===== src/rtl/idu_scoreboard.sv =====
// idu_scoreboard: decode->execute hazard controller.
//   Keeps a saturating pending-write counter per architectural register
//   (x0 is never tracked). It blocks the decode->execute handshake while a
//   source register has a write in flight (RAW). It also blocks while the
//   destination counter is full, so a counter can never wrap.
// Ports:
//   clk, rst            clock, async active-low reset
//   valid_pre_i/ready_pre_o    upstream (decode) handshake
//   valid_post_o/ready_post_i  downstream (execute) handshake
//   rena1_i/raddr1_i, rena2_i/raddr2_i  source reads of the decoded instr
//   wena_i/waddr_i      destination write of the decoded instr
//   retire_i/retire_addr_i     writeback commit
//   stall_o             hazard present this cycle (combinational)
//   busy_o              any counter non-zero
//   stall_cnt_o         count of cycles spent stalled with valid upstream

// One pending-write counter. Issue and retire in the same cycle cancel out.
// A decrement of an already-zero counter is held at zero.
module idu_sb_cnt #(
  parameter int CNT_W = 2
) (
  input  logic             clk,
  input  logic             rst,
  input  logic             inc,
  input  logic             dec,
  output logic [CNT_W-1:0] cnt
);
  always_ff @(posedge clk or negedge rst) begin
    if (!rst)                         cnt <= '0;
    else if (inc && !dec)             cnt <= cnt + 1'b1;
    else if (dec && !inc && cnt != '0) cnt <= cnt - 1'b1;
  end
endmodule

module idu_scoreboard #(
  parameter int NR_REGS = 32,
  parameter int ADDR_W  = 5,
  parameter int CNT_W   = 2
) (
  input  logic              clk,
  input  logic              rst,
  input  logic              valid_pre_i,
  output logic              ready_pre_o,
  output logic              valid_post_o,
  input  logic              ready_post_i,
  input  logic              rena1_i,
  input  logic [ADDR_W-1:0] raddr1_i,
  input  logic              rena2_i,
  input  logic [ADDR_W-1:0] raddr2_i,
  input  logic              wena_i,
  input  logic [ADDR_W-1:0] waddr_i,
  input  logic              retire_i,
  input  logic [ADDR_W-1:0] retire_addr_i,
  output logic              stall_o,
  output logic              busy_o,
  output logic [31:0]       stall_cnt_o
);
  localparam logic [CNT_W-1:0] CNT_MAX = '1;

  logic [NR_REGS-1:0][CNT_W-1:0] cnt;
  logic [NR_REGS-1:0]            inc, dec;
  logic                          raw1, raw2, sat, issue;
  logic                          unused_x0;

  // Hazards look only at registered counts. A retire landing this cycle
  // releases its readers one cycle later, which keeps the path short.
  assign raw1 = rena1_i && (raddr1_i != '0) && (cnt[raddr1_i] != '0);
  assign raw2 = rena2_i && (raddr2_i != '0) && (cnt[raddr2_i] != '0);
  assign sat  = wena_i  && (waddr_i  != '0) && (cnt[waddr_i] == CNT_MAX);

  assign stall_o      = valid_pre_i && (raw1 || raw2 || sat);
  assign valid_post_o = valid_pre_i && !stall_o;
  assign ready_pre_o  = ready_post_i && !stall_o;
  assign issue        = valid_pre_i && ready_pre_o;
  assign busy_o       = |cnt;

  always_comb begin
    inc = '0;
    dec = '0;
    if (issue && wena_i && (waddr_i != '0)) inc[waddr_i]       = 1'b1;
    if (retire_i && (retire_addr_i != '0))  dec[retire_addr_i] = 1'b1;
  end

  // x0 is hardwired: its request bits are simply dropped.
  assign cnt[0]    = '0;
  assign unused_x0 = inc[0] ^ dec[0];

  for (genvar r = 1; r < NR_REGS; r++) begin : g_reg
    idu_sb_cnt #(.CNT_W(CNT_W)) u_cnt (
      .clk (clk),
      .rst (rst),
      .inc (inc[r]),
      .dec (dec[r]),
      .cnt (cnt[r])
    );
  end

  always_ff @(posedge clk or negedge rst) begin
    if (!rst)         stall_cnt_o <= '0;
    else if (stall_o) stall_cnt_o <= stall_cnt_o + 32'd1;
  end

  // Writeback must never retire a register with nothing in flight.
  a_no_underflow: assert property (@(posedge clk) disable iff (!rst)
    (retire_i && (retire_addr_i != '0)) |-> (cnt[retire_addr_i] != '0));

endmodule


===== config.mk =====
export PLATFORM = sky130hd
export DESIGN_NAME = idu_scoreboard
export DESIGN_NICKNAME = d
export VERILOG_FILES = /design/src/rtl/idu_scoreboard.sv
export SDC_FILE = /design/constraint.sdc
export NUM_CORES = 1
export LEC_CHECK = 0
export CORE_ASPECT_RATIO = 0.9
export CORE_UTILIZATION = 47
export DETAILED_ROUTE_END_ITERATION = 10
export PLACE_DENSITY = 0.67
export SYNTH_ARGS = -nofsm -noshare
export SYNTH_HDL_FRONTEND = slang
export SYNTH_SLANG_ARGS = --single-unit

===== constraint.sdc =====
create_clock -name clk -period 5.4 [get_ports clk]
set_input_delay 1.08 -clock clk [delete_from_list [all_inputs] [get_ports clk]]
set_output_delay 1.08 -clock clk [all_outputs]
set_load 0.005 [all_outputs]

==> impl_metrics.env <==
export IMPL_status="completed"
export IMPL_dieArea_sq_um=15500
export IMPL_cts_tree="built"
export IMPL_yosysWarnings=0
export IMPL_clkLatencyLatePin_ps=360
export IMPL_crit_required_ps=4320
export IMPL_post_cts_resized=0
export IMPL_critPathSlowestCell="clkdlybuf4s50_1"
export IMPL_setup_viol=0
export IMPL_worst_path_max_fanout=7
export IMPL_grt_pass1_vias=6537
export IMPL_nNetsFinal=883
export IMPL_clk_pin_slew_worst_paths_ps=70
export IMPL_final_cell_mix="95 x nor2_1, 94 x dfrtp_1, 61 x clkdlybuf4s50_1"
export IMPL_drt_iter0_drc=494
export IMPL_cts_buffers=9
export IMPL_critical_path_class="in2out"
export IMPL_drive_gt1_share_pct=10.6
export IMPL_rsz0062_at_grt="false"
export IMPL_ctsRootBufferMaster="clkbuf_16"
export IMPL_min_path_type="reg2reg"
export IMPL_r2r_slack_ps=1670
export IMPL_r2r_end="g_reg[30].u_cnt.cnt[0]"
export IMPL_drc=0
export IMPL_htree_levels=3
export IMPL_slowest_delay_ps=600
export IMPL_fp_coreArea_sq_um=14700
export IMPL_grt_total_usage_pct=30.0
export IMPL_max_slew_margin_rel_pct=36.7
export IMPL_tns_ps=0
export IMPL_mappedNetlistArea_sq_um=7070
export IMPL_seq_area_sq_um=2350
export IMPL_crit_top_cell="clkdlybuf4s50_1"
export IMPL_grt_pass1_wl_mm=35.9
export IMPL_hold_viol=0
export IMPL_fillers=1350
export IMPL_synth_nets=833
export IMPL_vdd_ir_drop_max_v=0.000167
export IMPL_syn_inst=804
export IMPL_powerDensity_nw_per_um2=258
export IMPL_initial_core_util_pct=48.1
export IMPL_overflow=0
export IMPL_r2r_start="g_reg[21].u_cnt.cnt[0]"
export IMPL_start_kind="primary input"
export IMPL_gp_congestion=0.967
export IMPL_num_rows=42
export IMPL_cts_hold_buffers=0
export IMPL_worst_r2r_path_depth=9
export IMPL_period_share_pct=93.6
export IMPL_drv_slew=0
export IMPL_wl_mm=22.6
export IMPL_ys_flop_type="dfrtp_1"
export IMPL_dieWidth_um=131
export IMPL_die_h_um=118
export IMPL_synth_seq_cells=94
export IMPL_dpl_cell_count=1041
export IMPL_finClkSkew_ps=11.7
export IMPL_cp_endpoint="ready_pre_o"
export IMPL_drv_cap=0
export IMPL_dp_hpwl_mm=16.9
export IMPL_synth_edff_count=0
export IMPL_wl_per_cell_um=21.4
export IMPL_yosysUniqueCellTypes=73
export IMPL_vias=6740
export IMPL_postRouteAntennaNets=0
export IMPL_path_cells="clkdlybuf4s50_1 > clkinv_2 > mux4_2 > o22ai_1 > a311o_1 > nor4_4 > a21oi_2 > nor2b_1 > clkdlybuf4s50_1"
export IMPL_post_drt_via_cell_ratio=6.38
export IMPL_final_common_cell="nor2_1"
export IMPL_crit_start="raddr1_i[0]"
export IMPL_cts_sinks=94
export IMPL_num_antenna_cells=0
export IMPL_tightest_slew_ps=940
export IMPL_multi_input_area_sq_um=4420
export IMPL_io_pins=64
export IMPL_period_needed_ps=5060
export IMPL_avgSynthCellArea_sq_um=8.80
export IMPL_grt_max_degree=49
export IMPL_fmax_mhz=198
export IMPL_cp_arrival_ps=3980
export IMPL_portBuffers=63
export IMPL_drtPass1Iterations=5
export IMPL_synth_async_reset_ratio_pct=100
export IMPL_areaGrowthSynthToFinish_pct=16.4
export IMPL_stdcell_count=1057
export IMPL_antenna_found_initial=0
export IMPL_end_kind="primary output"
export IMPL_cts_setup_buffers=0
export IMPL_cts_buffer_depth=2
export IMPL_synth_seq_area_share_pct=33.3
export IMPL_power_leakage_uw=0.00344
-- routing by layer --
layer	vias to the layer above	wire length [um]	part of all wire (%)	GRT usage (%)
met4	0	309	1.4	9.52
met1	3335	9850	44	41.9
met2	248	10500	46	46.6
met3	27	1960	8.7	6.09
met5	-	0	0	0
li1	3130	-	-	-
-- power breakdown --
part           internal, uW  switching (uW)
logic                   233             265
registers               769             107
clock network           454             294
total                  1460             666
-- worst min-delay path by stage --
stage | from | to | slack [ps] | cells after the start
after floorplan | stall_cnt_o[31] | stall_cnt_o[31] | 470 | 1
after global placement | stall_cnt_o[31] | stall_cnt_o[31] | 460 | 1
after detailed placement | stall_cnt_o[31] | stall_cnt_o[31] | 470 | 1
after CTS | stall_cnt_o[31] | stall_cnt_o[31] | 480 | 1
after global routing | stall_cnt_o[31] | stall_cnt_o[31] | 500 | 1
final | stall_cnt_o[31] | stall_cnt_o[31] | 470 | 1
-- synth_stat cells (8+ instances only) --
cell type,n,area share (%)
nand3b_1,9,0.96
mux2i_1,24,3.4
inv_1,21,1.1
mux4_2,14,4.5
o211a_1,9,1.3
a211o_1,15,1.9
o22a_1,8,0.99
and3_1,17,1.5
xnor2_1,36,4.5
o2111ai_1,11,1.4
o211ai_1,10,1.1
nor2b_1,16,1.4
buf_2,14,0.99
nand3_1,44,3.1
o31ai_1,11,1.2
dfrtp_1,94,33
o22ai_1,8,0.71
o31a_1,9,1.1
nor2_1,95,5.0
clkbuf_1,20,1.1
nand2b_1,10,0.88
and2_1,14,1.2
nor4_1,11,0.97
nor3_1,28,2.0
a211oi_1,11,1.2
nand4_1,28,2.5
or2_2,13,1.1
nand2_1,57,3.0
o21ai_0,14,0.99
a21oi_1,13,0.92
-- state kept, by name, summed over array words and instances, names as in the netlist --
signal,flops
stall_cnt_o,32
g.u_cnt.cnt,62
-- logic make-up (layout without fill, tap and decap cells) --
group	count (synthesis)	after routing	share of synthesized area (%)
AO/OA/AOI/OAI	169	169	18.6
AND/OR/NAND/NOR	386	386	29.6
flip-flops	94	94	33.3
adder cells (fa/ha/maj)	1	1	0.177
buffers and inverters	67	122	4.19
XOR/XNOR	42	42	5.20
multiplexers	45	45	8.97
-- per-stage QoR --
step                      instance area [sq um]  worst slack, ps  hold slack, ps  util [%]  power [uW]
after floorplan                            7070             1390             468         -        1170
after global placement                     7890              394             460      53.6        1360
after detailed placement                   7890              338             468      53.6        1380
after CTS                                  8230              317             477      56.0        2130
after global routing                       8230              200             504      56.0        2210
final                                      8230              344             473      56.0        2120
-- cell type report --
class,count,area share [%]
Clock buffer,9,2.74
Sequential cell,94,28.6
Tap cell,198,3.01
Multi-Input combinational cell,643,53.7
Clock inverter,7,1.49
Inverter,23,1.06
Timing Repair Buffer,83,9.39
-- worst max-delay path, delay by kind of cell --
kind | cells | cell delay [ps]
and+or+nand+nor | 2 | 560
muxes | 1 | 380
AOI/OAI and AO/OA | 3 | 620
buffers and inverters | 3 | 1320
No activity file was read; power rests on OpenSTA's default activity.
